===== src/rtl/stack_ctrl.sv =====
// rtl/stack_ctrl.sv - TOS-register stack controller driving an external SP-stepped stack
//
// Keeps the top-of-stack word in a local register and the remaining elements
// in an attached stack whose registered read port (stk_Q) presents NOS.
//
// Ports:
//   clk, reset                 clock (rising edge), asynchronous active-high reset
//   op_valid/op/op_data        operation request: 00 NOP, 01 PUSH, 10 POP, 11 REPLACE NOS
//   op_ready                   high in IDLE; op accepted when op_valid && op_ready
//   tos, nos, nos_valid        top of stack, next on stack (stk_Q), NOS qualifier
//   depth, empty, full         element count including TOS and its bounds
//   err_overflow/underflow     sticky error flags, cleared by err_clear
//   stk_D/dec/change/update    attached stack write data and SP controls
//   stk_Q                      attached stack registered read data
module stack_ctrl #(
    parameter int saddr_width = 8,
    parameter int width       = 16
) (
    input  logic                   clk,
    input  logic                   reset,
    input  logic                   op_valid,
    input  logic [1:0]             op,
    input  logic [width-1:0]       op_data,
    output logic                   op_ready,
    output logic [width-1:0]       tos,
    output logic [width-1:0]       nos,
    output logic                   nos_valid,
    output logic [saddr_width:0]   depth,
    output logic                   empty,
    output logic                   full,
    output logic                   err_overflow,
    output logic                   err_underflow,
    input  logic                   err_clear,
    output logic [width-1:0]       stk_D,
    output logic                   stk_dec,
    output logic                   stk_change,
    output logic                   stk_update,
    input  logic [width-1:0]       stk_Q
);

    typedef enum logic [1:0] {
        IDLE   = 2'd0,
        FIX    = 2'd1,
        SETTLE = 2'd2
    } state_t;

    localparam logic [1:0] OP_PUSH    = 2'b01;
    localparam logic [1:0] OP_POP     = 2'b10;
    localparam logic [1:0] OP_REPLACE = 2'b11;

    localparam logic [saddr_width:0] DEPTH_ZERO = '0;
    localparam logic [saddr_width:0] DEPTH_ONE  = {{saddr_width{1'b0}}, 1'b1};
    localparam logic [saddr_width:0] DEPTH_MAX  = {1'b1, {saddr_width{1'b0}}};

    state_t                 state_q, state_d;
    logic [width-1:0]       tos_q, tos_d;
    logic [saddr_width:0]   depth_q, depth_d;
    logic                   err_overflow_q, err_overflow_d;
    logic                   err_underflow_q, err_underflow_d;

    logic accept;
    logic is_push, is_pop, is_repl;
    logic push_first, push_stack, push_ovf;
    logic pop_last, pop_stack, pop_unf;
    logic repl_ok, repl_unf;
    logic depth_ge2;

    // Operation decode; only meaningful in IDLE, so every term includes accept.
    assign accept    = op_valid && (state_q == IDLE);
    assign is_push   = accept && (op == OP_PUSH);
    assign is_pop    = accept && (op == OP_POP);
    assign is_repl   = accept && (op == OP_REPLACE);
    assign depth_ge2 = (depth_q > DEPTH_ONE);

    assign push_first = is_push && (depth_q == DEPTH_ZERO);
    assign push_stack = is_push && (depth_q != DEPTH_ZERO) && (depth_q != DEPTH_MAX);
    assign push_ovf   = is_push && (depth_q == DEPTH_MAX);
    assign pop_last   = is_pop && (depth_q == DEPTH_ONE);
    assign pop_stack  = is_pop && depth_ge2;
    assign pop_unf    = is_pop && (depth_q == DEPTH_ZERO);
    assign repl_ok    = is_repl && depth_ge2;
    assign repl_unf   = is_repl && !depth_ge2;

    // State register
    always_ff @(posedge clk or posedge reset) begin
        if (reset) begin
            state_q <= IDLE;
        end else begin
            state_q <= state_d;
        end
    end

    // Next-state logic
    always_comb begin
        state_d = IDLE;
        case (state_q)
            IDLE: begin
                if (pop_stack) begin
                    state_d = FIX;
                end else if (push_stack || repl_ok) begin
                    state_d = SETTLE;
                end else begin
                    state_d = IDLE;
                end
            end
            FIX:     state_d = SETTLE;
            SETTLE:  state_d = IDLE;
            default: state_d = IDLE;
        endcase
    end

    // Output logic: stack controls are purely combinational from the FSM and decode.
    always_comb begin
        stk_D      = '0;
        stk_dec    = 1'b0;
        stk_change = 1'b0;
        stk_update = 1'b0;
        case (state_q)
            IDLE: begin
                if (push_stack) begin
                    stk_change = 1'b1;
                    stk_D      = tos_q;
                end else if (pop_stack) begin
                    // The SP step writes stk_D into the new NOS slot; FIX repairs it.
                    stk_change = 1'b1;
                    stk_dec    = 1'b1;
                end else if (repl_ok) begin
                    stk_update = 1'b1;
                    stk_D      = op_data;
                end
            end
            FIX: begin
                // stk_Q holds the pre-write NOS captured on the POP edge.
                stk_update = 1'b1;
                stk_D      = stk_Q;
            end
            default: ;
        endcase
    end

    // Datapath next-state
    always_comb begin
        tos_d   = tos_q;
        depth_d = depth_q;
        if (push_first || push_stack) begin
            tos_d   = op_data;
            depth_d = depth_q + DEPTH_ONE;
        end else if (pop_last) begin
            tos_d   = '0;
            depth_d = DEPTH_ZERO;
        end else if (pop_stack) begin
            tos_d   = stk_Q;
            depth_d = depth_q - DEPTH_ONE;
        end
        // A fresh error in the same cycle as err_clear keeps the flag set.
        err_overflow_d  = push_ovf || (err_overflow_q && !err_clear);
        err_underflow_d = pop_unf || repl_unf || (err_underflow_q && !err_clear);
    end

    always_ff @(posedge clk or posedge reset) begin
        if (reset) begin
            tos_q           <= '0;
            depth_q         <= '0;
            err_overflow_q  <= 1'b0;
            err_underflow_q <= 1'b0;
        end else begin
            tos_q           <= tos_d;
            depth_q         <= depth_d;
            err_overflow_q  <= err_overflow_d;
            err_underflow_q <= err_underflow_d;
        end
    end

    assign op_ready      = (state_q == IDLE);
    assign tos           = tos_q;
    assign nos           = stk_Q;
    assign nos_valid     = (state_q == IDLE) && depth_ge2;
    assign depth         = depth_q;
    assign empty         = (depth_q == DEPTH_ZERO);
    assign full          = (depth_q == DEPTH_MAX);
    assign err_overflow  = err_overflow_q;
    assign err_underflow = err_underflow_q;

endmodule


===== config.mk =====
export PLATFORM = sky130hd
export DESIGN_NAME = stack_ctrl
export DESIGN_NICKNAME = d
export VERILOG_FILES = /design/src/rtl/stack_ctrl.sv
export SDC_FILE = /design/constraint.sdc
export NUM_CORES = 1
export LEC_CHECK = 0
export ABC_AREA = 0
export CELL_PAD_IN_SITES_DETAIL_PLACEMENT = 0
export CELL_PAD_IN_SITES_GLOBAL_PLACEMENT = 1
export CORE_ASPECT_RATIO = 0.75
export CORE_MARGIN = 4
export CORE_UTILIZATION = 28
export DETAILED_ROUTE_END_ITERATION = 16
export GPL_TIMING_DRIVEN = 1
export PLACE_DENSITY_LB_ADDON = 0.1
export SLEW_MARGIN = 15
export SYNTH_ARGS = -nofsm -noshare
export SYNTH_HDL_FRONTEND = slang
export SYNTH_SLANG_ARGS = --single-unit

===== constraint.sdc =====
create_clock -name clk -period 3.2 [get_ports clk]
set_clock_uncertainty 0.05 [all_clocks]
set_input_delay 0.48 -clock clk [delete_from_list [all_inputs] [get_ports clk]]
set_output_delay 0.48 -clock clk [all_outputs]
set_load 0.005 [all_outputs]

==> run summary <==
The final route contains 2,276 vias. The finished cells cover 3360 um2. Among all stages on the critical path, the largest delay is contributed by or4_4.

The type of the setup path with the least slack is reg2out. Across the run, the number of max-cap violations was 0. Traced cell by cell, the critical path runs through or4_4 -> a2111oi_4 -> nor3_2 -> buf_6 -> a222oi_1 -> inv_1 -> clkdlybuf4s50_1.

Setup repair after global routing left no endpoint under its margin. The tools report the maximum clock frequency as 325 MHz. The tools report the number of slew-limit violations in the final report as 0. The detail route stage leaves a number of antenna-violating nets equal to 0.

After synthesis, the share of cell area in mux cells is 1.29%. Hold-critical path depth: 2. The measured slew at the worst slew-check pin was 767 ps; the number of register bits inferred by synthesis was 29. The repair_antennas step left the layout with diodes totalling 0. The worst hold path terminates at err_underflow. The worst-path maximum fanout came out at 15. TritonCTS built the clock tree.

Summing the areas of all compound-gate instances in the mapped netlist gives 26.5% of the synthesized area. The total number of clock tree sinks came out at 29. In this run, post-CTS hold repair placed 0 buffers. Most common cell after layout, fill and taps aside: clkdlybuf4s50_1.

The tools report the cell leakage power as 0.00167 uW. Detailed placement finished with a half-perimeter wire length of 5460 um. In this run the tightest slew margin relative to its limit is 48.8%. The sequential cell area fraction in the yosys report is 35.6%. The total global routing overflow is 0, and the delay of the slowest critical-path stage is 600 ps. The smallest clock period supported by the final layout is computed as 3080 ps. The tools report the type of element capturing the critical path as an output pin. The via count of the first global-routing pass is 2,264. The die height came out at 81.9 um. The number of antenna violations at the first check in global routing is 0.

The min-delay analysis places its worst path in the category reg2reg. In this run the number of H-tree levels came out at 2. The count of nets after finishing was 399. The post-route netlist has 13.2% of its cells at a drive strength greater than 1. The tools report the cell chosen for the clock root as clkbuf_8. Measured in cells, the most critical reg-to-reg path has a length of 7. XOR/XNOR share of the synthesized area: 0.860%.

The main combinational cell family by area after synthesis is compound AO/OA/AOI/OAI gates. Leaving out fill and tap cells, the most frequent cells in the layout are clkdlybuf4s50_1 (88), dfrtp_1 (29), nor2_1 (25), buf_4 (24). The slack of the worst reg-to-reg path came out at 420 ps. Summing every instance area after synthesis gives 2040 um2.

dfrtp_1 takes more of the synthesized area than any other cell. Average routed wire per standard cell: 16.7 um. The first-pass GRT wire length is 11,900 um.

For the detailed-route DRC error count, the log shows 0. Entering global routing, the biggest net connects 30 pins. In this run the core area contains 26 standard-cell rows. Port buffering added 103 buffers. The area of the die is 8720 um2. The total area inside the core boundary comes to 6930 um2. Counting the fill cells in the layout gives 698.

Effective utilization at floorplan: 29.4%. In this run the number of cells on the critical path is 7. The combined buffer and inverter count along the critical path came out at 3. Register clock-pin slew on the reported worst setup and hold paths: 60 ps. Post-detailed-route via-to-cell ratio: 5.00. After routing, the total negative slack on setup checks comes to 0 ps. The run finished with clean final reports.

Counting every net in the synthesized netlist gives 293. The maximum VDD drop came out at 222 uV. In this run the most critical hold path is launched from err_underflow.

The run gives 0 as the number of hold violations in the final report. The fraction of the cycle the final worst path needs is 96.2%, and the arrival time of data at the critical path endpoint is 2550 ps. At the end of routability-driven placement, the weighted congestion stood at 0.819.

In this run, distinct cell masters in the synthesized netlist total 44. Setup slack on the critical path of the routed design comes to 122 ps. At the worst endpoint, the required time is 2670 ps. Yosys attributes the largest share of cell area to dfrtp_1 (36%), a222oi_1 (7.9%), buf_4 (6.3%), a21oi_1 (5.9%), o21ai_0 (5.2%).

After detailed routing, the total wire length is 7600 um. The cell family contributing the most delay on the critical path was buffers and inverters. For this run, the number of Yosys warnings is 0. The detailed router's first-iteration violation count is 151. At the placement stage, the worst setup path has a slack of 161 ps. The share of Yosys cell area claimed by the top area cell type was 35.6%; the number of detailed-route iterations in the first pass was 6.

The beginning of the worst register-to-register path was depth[4]. The synthesized-area fraction occupied by and/or/nand/nor cells works out to 19.7%. The tools report the type of origin of the critical path as a register. The average instance in the mapped netlist occupies 8.12 um2. The overall routing resource usage is 17.1%, and the worst hold slack across all endpoints is 484 ps. The placed instances occupy a cell area of 3160 um2. The clock reaches the later pin of the worst-skew pair after 280 ps. Setup violations remaining at the end of the flow were counted as 0.

The number of top-level design ports was 104; the maximum clock insertion buffer count was 2. The horizontal extent of the die was 106 um; the count of mapped cells out of synthesis was 251. For this design the ratio of total power to cell area is 691 nW/um2. From synthesis to final layout, the design area changed by 65.0%. The endpoint of the lowest-slack register-to-register path is depth[4].

The number of clock buffers added by TritonCTS is 5. After Yosys synthesis, full adders, half adders and majority gates account for 2.46% of the synthesized area.
worst min-delay path: stages, from the launching register on:
cell     delay (ps)
dfrtp_1         380
inv_1            50
o21ai_0          60
synth_stat cells, drive strengths merged:
master,number
a2111oi,1
a211o,1
a211oi,2
a21boi,1
a21oi,24
a222oi,16
a22oi,2
a2bb2o,1
and2,1
and3,2
and4,1
buf,21
clkbuf,9
dfrtp,29
ha,4
inv,25
mux2,2
nand2,21
nand2b,5
nand3,5
nand4b,1
nor2,26
nor2b,1
nor3,5
nor4,1
o21a,2
o21ai,22
o221ai,1
o22ai,3
o31ai,1
o32ai,1
or2,1
or2b,1
or3,6
or4,4
xnor2,1
xor2,1
how the worst max path moves through the flow:
stage | endpoint | slack (ps) | from
floorplan | stk_D[11] | 520 | depth[5]
global placement | stk_D[14] | 180 | depth[5]
detailed placement | stk_D[14] | 160 | depth[5]
CTS | stk_D[13] | 8 | depth[5]
global route | stk_D[6] | 20 | depth[4]
finish | stk_D[6] | 120 | depth[4]
stage by stage:
step,std cells,total power (uW),util (%)
after floorplan,251,1220,-
after global placement,441,1970,45.6
after detailed placement,441,1970,45.6
after CTS,449,2320,47.2
after global routing,455,2500,48.5
final,455,2320,48.5
power by group:
part           switching [uW]  total (uW)  internal, uW
Sequential                163         695           532
Combinational             565        1320           752
Clock                     140         310           170
layout make-up:
class | count | area, um2 | share of cell area, %
Timing Repair Buffer | 129 | 1270 | 37.8
Multi-Input combinational cell | 167 | 1060 | 31.6
Sequential cell | 29 | 726 | 21.6
Tap cell | 98 | 123 | 3.65
Inverter | 25 | 93.8 | 2.79
Clock buffer | 7 | 86.3 | 2.57
timing repair:
item	in CTS	in global routing
setup buffers	1	6
resized for setup	3	19
endpoints found under the setup margin	16	17
pin swaps	1	16
sequential cells by signal (all words and copies together), names as in the netlist:
register / cells
tos: 16
depth: 9
state_q: 2
err_overflow: 1
err_underflow: 1
cells by family (layout without fill, tap and decap cells):
family,Yosys count,count (layout)
XOR/XNOR,2,2
buffers and inverters,55,161
AO/OA/AOI/OAI,78,78
flip-flops,29,29
multiplexers,2,2
AND/OR/NAND/NOR,81,81
adder cells (fa/ha/maj),4,4
routing by layer:
metal  track usage [%]  vias up  share of wire [%]
met1              24.1     1068                 49
met4              3.19        0               0.32
met5                 0        -                  0
met3              6.28        2                9.7
li1                  -     1096                  -
met2              25.2      110                 41
(Power assumes the default switching activity.)
